### src/rtl/microwave_pkg.sv
// Shared types and constants for the microwave timer front end.
package microwave_pkg;

  typedef logic [3:0] bcd_t;

  typedef enum logic [1:0] {
    ST_EMPTY,
    ST_ENTRY,
    ST_NORM,
    ST_LOCKED
  } state_t;

  localparam int SECS_PER_MIN   = 60;
  localparam int MAX_TOTAL_SECS = 599;

endpackage

### src/rtl/strobe_sync_edge.sv
// Synchronises an asynchronous active-low strobe and flags each falling edge for one cycle.
module strobe_sync_edge #(
  parameter int SYNC_STAGES = 2
) (
  input  logic clk_i,
  input  logic rst_i,
  input  logic strb_n_i,
  output logic fall_o
);

  logic [SYNC_STAGES-1:0] sync_q;
  logic [SYNC_STAGES-1:0] fill_q;
  logic                   prev_q;

  // prev_q only sees a high once real samples reach the last stage, so a strobe
  // already low when reset releases is not mistaken for a new edge.
  always_ff @(posedge clk_i or posedge rst_i) begin
    if (rst_i) begin
      sync_q <= '1;
      fill_q <= '0;
      prev_q <= 1'b0;
    end else begin
      sync_q <= {sync_q[SYNC_STAGES-2:0], strb_n_i};
      fill_q <= {fill_q[SYNC_STAGES-2:0], 1'b1};
      prev_q <= sync_q[SYNC_STAGES-1] & fill_q[SYNC_STAGES-1];
    end
  end

  assign fall_o = prev_q & ~sync_q[SYNC_STAGES-1];

endmodule

### src/rtl/keypad_digit_receiver.sv
// Shifts keypad digits into an M:SS entry, normalises it on commit and publishes
// BCD digits plus total seconds; entry is frozen while lock is high.
module keypad_digit_receiver
  import microwave_pkg::*;
#(
  parameter int SYNC_STAGES = 2,
  parameter int MAX_MINS    = 9
) (
  input  logic       clk,
  input  logic       rst,
  input  logic [3:0] data,
  input  logic       loadn,
  input  logic       clearn,
  input  logic       lock,
  input  logic       commit,
  output logic [3:0] mins,
  output logic [3:0] sec_tens,
  output logic [3:0] sec_ones,
  output logic [1:0] digit_count,
  output logic [9:0] total_secs,
  output logic       time_valid,
  output logic       commit_done,
  output logic       err
);

  localparam bcd_t MAX_M = bcd_t'(MAX_MINS);

  state_t     state_q;
  bcd_t       mins_q, tens_q, ones_q;
  logic [1:0] cnt_q;
  logic [9:0] tot_q;
  logic       tv_q, done_q, err_q;
  logic       pend_dig_q, pend_clr_q;
  bcd_t       pend_dat_q;

  logic dig_fall;

  strobe_sync_edge #(.SYNC_STAGES(SYNC_STAGES)) u_loadn_sync (
    .clk_i    (clk),
    .rst_i    (rst),
    .strb_n_i (loadn),
    .fall_o   (dig_fall)
  );

  // Events deferred from the NORM cycle are replayed ahead of live inputs.
  logic dig_evt, dig_ok, dig_bad, clr_req;
  bcd_t dig_val;

  assign dig_evt = pend_dig_q | dig_fall;
  assign dig_val = pend_dig_q ? pend_dat_q : bcd_t'(data);
  assign dig_ok  = dig_evt && (dig_val <= 4'd9);
  assign dig_bad = dig_evt && (dig_val > 4'd9);
  assign clr_req = pend_clr_q | ~clearn;

  logic [6:0] s_raw, s_adj;
  bcd_t       m_adj, m_fin, tens_n, ones_n;
  logic [5:0] s_fin;
  logic [9:0] tot_n;
  logic [1:0] cnt_n;

  always_comb begin
    s_raw = 7'(tens_q) * 7'd10 + 7'(ones_q);
    s_adj = s_raw;
    m_adj = mins_q;
    if (s_raw >= 7'(SECS_PER_MIN)) begin
      s_adj = s_raw - 7'(SECS_PER_MIN);
      m_adj = mins_q + 4'd1;
    end
    m_fin = m_adj;
    s_fin = 6'(s_adj);
    if (m_adj > MAX_M) begin
      m_fin = MAX_M;
      s_fin = 6'd59;
    end
    tens_n = 4'(s_fin / 6'd10);
    ones_n = 4'(s_fin % 6'd10);
    tot_n  = 10'(m_fin) * 10'(SECS_PER_MIN) + 10'(s_fin);
    cnt_n  = (m_fin != 4'd0) ? 2'd3 : (tens_n != 4'd0) ? 2'd2 : (ones_n != 4'd0) ? 2'd1 : 2'd0;
  end

  always_ff @(posedge clk or posedge rst) begin
    if (rst) begin
      state_q    <= ST_EMPTY;
      mins_q     <= '0;
      tens_q     <= '0;
      ones_q     <= '0;
      cnt_q      <= '0;
      tot_q      <= '0;
      tv_q       <= 1'b0;
      done_q     <= 1'b0;
      err_q      <= 1'b0;
      pend_dig_q <= 1'b0;
      pend_clr_q <= 1'b0;
      pend_dat_q <= '0;
    end else begin
      done_q     <= 1'b0;
      err_q      <= 1'b0;
      pend_dig_q <= 1'b0;
      pend_clr_q <= 1'b0;
      case (state_q)
        ST_EMPTY, ST_ENTRY: begin
          if (lock) begin
            state_q <= ST_LOCKED;
          end else if (clr_req) begin
            mins_q  <= '0;
            tens_q  <= '0;
            ones_q  <= '0;
            cnt_q   <= '0;
            tv_q    <= 1'b0;
            state_q <= ST_EMPTY;
          end else if (state_q == ST_EMPTY) begin
            if (dig_bad || commit) begin
              err_q <= 1'b1;
            end else if (dig_ok && dig_val != 4'd0) begin
              ones_q  <= dig_val;
              cnt_q   <= 2'd1;
              tv_q    <= 1'b0;
              state_q <= ST_ENTRY;
            end
          end else if (dig_bad) begin
            err_q <= 1'b1;
            if (commit) state_q <= ST_NORM;
          end else if (commit) begin
            state_q <= ST_NORM;
            if (dig_ok) begin
              pend_dig_q <= 1'b1;
              pend_dat_q <= dig_val;
            end
          end else if (dig_ok) begin
            mins_q <= tens_q;
            tens_q <= ones_q;
            ones_q <= dig_val;
            cnt_q  <= (cnt_q == 2'd3) ? 2'd3 : cnt_q + 2'd1;
            tv_q   <= 1'b0;
          end
        end
        ST_NORM: begin
          mins_q  <= m_fin;
          tens_q  <= tens_n;
          ones_q  <= ones_n;
          cnt_q   <= cnt_n;
          tot_q   <= tot_n;
          tv_q    <= 1'b1;
          done_q  <= 1'b1;
          state_q <= lock ? ST_LOCKED : ST_ENTRY;
          if (dig_bad) begin
            err_q <= 1'b1;
          end else if (dig_ok) begin
            pend_dig_q <= 1'b1;
            pend_dat_q <= dig_val;
          end
          pend_clr_q <= clr_req;
        end
        ST_LOCKED: begin
          if (!lock) state_q <= (cnt_q != 2'd0) ? ST_ENTRY : ST_EMPTY;
        end
        default: state_q <= ST_EMPTY;
      endcase
    end
  end

  assign mins        = mins_q;
  assign sec_tens    = tens_q;
  assign sec_ones    = ones_q;
  assign digit_count = cnt_q;
  assign total_secs  = tot_q;
  assign time_valid  = tv_q;
  assign commit_done = done_q;
  assign err         = err_q;

endmodule

### config.mk
export PLATFORM = sky130hd
export DESIGN_NAME = keypad_digit_receiver
export DESIGN_NICKNAME = d
export VERILOG_FILES = /design/src/rtl/microwave_pkg.sv /design/src/rtl/strobe_sync_edge.sv /design/src/rtl/keypad_digit_receiver.sv
export SDC_FILE = /design/constraint.sdc
export NUM_CORES = 1
export LEC_CHECK = 0
export CAP_MARGIN = 20
export CORE_AREA = 2 2 77 79
export DETAILED_ROUTE_END_ITERATION = 8
export DIE_AREA = 0 0 79 81
export PLACE_DENSITY = 0.91
export SYNTH_ARGS = -nofsm -noshare
export SYNTH_HDL_FRONTEND = slang
export SYNTH_SLANG_ARGS = --single-unit
### constraint.sdc
create_clock -name clk -period 17.5 [get_ports clk]
set_input_delay 5.25 -clock clk [delete_from_list [all_inputs] [get_ports clk]]
set_output_delay 5.25 -clock clk [all_outputs]
set_load 0.02 [all_outputs]
==> summary.txt <==
Clock network
  • Clk_lat worst skew: 0.30 ns
  • Post-CTS setup buffers: 0
  • Inserted Clock Buffers: 5
  • Clock transition at the registers of the reported paths: 0.08 ns
  • H-tree depth: 2
  • Post-CTS Resized: 0
  • Clock Path Buffers: 2
  • Clock Sinks: 40
  • TritonCTS clock tree: yes
  • Clk root buf: clkbuf_8
  • Cts hold-fix bufs: 0

Synthesis
  • Ys Warns: 0
  • Combinational family with the most area after synthesis: compound AO/OA/AOI/OAI gates
  • Cell taking the most area after synthesis: dfrtp_1
  • Sequential fraction of the synthesis area: 0.299
  • Compound-Gate Fraction of Synth Area: 0.228
  • Largest cells by area after synthesis: dfrtp_1 (28%), ha_1 (9.0%), fa_1 (4.2%)
  • Number of synthesized flops with an enable pin: 0
  • Netlist cell types: 73
  • Proportion of synthesized area in mux cells: 0.0485
  • Main synth FF type: dfrtp_1
  • Share of the synthesized area in the top cell type: 0.284
  • Post-Synthesis Cell Area: 3350 sq um
  • Synth Register Bits: 40
  • Mean post-synth cell area: 8.92 sq um
  • Post-Synthesis Cells: 376
  • Post-Synth Adder-Cell Area: 0.131
  • Synth Area in XOR/XNOR: 0.0537
  • Post-synthesis simple-gate area fraction: 0.201
  • Asr flop ratio synth: 1.00
  • Syn nets: 417

Layout
  • Ant. Diodes: 0
  • Commonest non-fill, non-tap cell in the layout: dfrtp_1
  • Highest-count cells in the layout ignoring fill and taps: dfrtp_1 (38), nand2_1 (36), clkdlybuf4s50_1 (36), nor2_1 (31), ha_1 (24)
  • Fraction of layout cells with a size suffix above 1: 0.0934
  • P&R area growth vs syn: 14.9%
  • Nets: 447

Detailed routing
  • Routed wire length: 7810 microns
  • Via count: 2944
  • DRC viols: 0
  • Initial drt markers: 287
  • Wire per inst: 16.2 microns
  • Routed Antenna Nets: 0
  • Vias per cell: 6.11
  • Detailed Routing Iterations Pass 1: 4

Global route
  • First-pass GRT wire length: 13600 microns
  • Pin count of the biggest net entering global routing: 41
  • Initial antenna violation count: 0
  • Number of global-route vias before repair: 2960
  • GRT Total Usage: 0.266
  • Remaining global-route overflow: 0

STA
  • Worst Clk Skew: 0.0111 ns
  • Post-route minimum period: 7.58 ns
  • Final Hold Viols: 0
  • RSZ-0062 raised after global routing: no
  • Slew Viols, Final: 0
  • Worst-margin pin slew: 1.04 ns
  • Period utilisation layout: 0.433
  • Rel. slew slack: 0.307
  • Max Fclk: 0.132 GHz
  • Endpoints failing setup: 0
  • Setup TNS: 0 ns

Floorplanning
  • Ports: 37
  • Chip Width: 79 microns
  • Core area: 5680 sq um
  • Die Span Y: 81 microns
  • Total die area: 6400 sq um
  • Placement Rows: 28
  • Initial Util: 0.591

Hold path
  • WHS Endpoint: u_loadn_sync.sync_q[1]
  • Worst hold start: u_loadn_sync.sync_q[0]
  • Type of the most critical hold path: reg -> reg
  • Hold path depth: 0

Critical path
  • Worst reg-to-reg setup slack: 11.03 ns
  • Worst reg2reg path startpoint: sec_tens[3]
  • Worst Reg-to-Reg Cells: 21
  • Critical Path Fanout Max: 16
  • Crit. End Element: flop
  • Crit path required time: 17.68 ns
  • Worst setup SP type: primary input
  • Crit path DAT: 7.76 ns
  • Crit path kind: in -> reg
  • Reg2Reg Capture Point: total_secs[9]

Placed design
  • Routability cong.: 0.918
  • PortBufs: 36
  • HPWL after DPL: 5950 microns

Flow run
  • Maxcap violations: 0

Outcome
  • Outcome: complete, no violations
## layer usage
metal / vias to the layer above / wire length (microns) / GRT usage
li1: 1418 / - / -
met1: 1390 / 3410 / 0.358
met2: 120 / 3730 / 0.438
met3: 16 / 525 / 0.0389
met4: 0 / 143 / 0.102
met5: - / 0 / 0
## worst max path at each step
stage | to | startpoint | slack, ns
2_1_floorplan | sec_ones[3] | data[2] | 10.41
3_3_place_gp | sec_tens[2] | data[1] | 9.78
3_5_place_dp | mins[1] | data[2] | 9.67
4_1_cts | sec_tens[2] | data[1] | 9.96
5_1_grt | sec_tens[2] | data[1] | 9.63
6_report | sec_tens[2] | data[2] | 9.92
## kinds of logic after synthesis
logic type	Yosys count
other cells	1
flops	40
mux	15
simple gates	131
xor+xnor	18
buf+inv	31
fa+ha+maj	31
compound gates	109
## layout make-up
cell class,instances,area [sq um]
Timing Repair Buffer,37,368
Sequential cell,40,1000
Multi-Input combinational cell,305,2230
Fill cell,441,1820
Inverter,17,63.8
Clock buffer,6,82.6
Clock inverter,2,13.8
Tap cell,75,93.8
## cells in the mapped netlist (all sizes together), types with 5 or more instances
cell type and number:
dfrtp 38, nand2 38, nor2 31, o21ai 26, a21oi 24, ha 24, inv 16, nor3 13
xnor2 13, clkbuf 11, nand2b 11, nand3 10, a21o 9, mux2i 8, a211oi 7, fa 7
mux2 7, nor2b 5, o21a 5, xor2 5
## worst max-delay path: stages
cell and delay, ns:
clkdlybuf4s50_1 0.51, nor3_1 0.09, nor2_1 0.16, a21oi_1 0.09, o21ai_0 0.28, nor2_1 0.10
a21o_1 0.18, a21oi_1 0.81, nor2b_1 0.23, a21oi_1 0.05
## sequential cells by signal, summed over array words and instances, names as in the netlist, 2 cells and up
register and cells:
digit_count 2, total_secs 10, sec_ones 4, pend_dat_q 4, u_loadn_sync.fill_q 2, sec_tens 4
state_q 2, u_loadn_sync.sync_q 2, mins 4
## stage by stage
stage	worst slack (ns)	utilization	instances	hold slack [ns]	instance area, sq um
floorplan	10.41	-	376	0.331	3350
global placement	9.78	0.662	474	0.333	3760
detailed placement	9.67	0.662	474	0.346	3760
CTS	9.96	0.679	482	0.363	3850
global route	9.63	0.679	482	0.368	3850
finish	9.92	0.679	482	0.363	3850
Power is left out: the tool's default activity adds up to more than one toggle a clock period on the data nets, which glitch-free logic cannot reach.
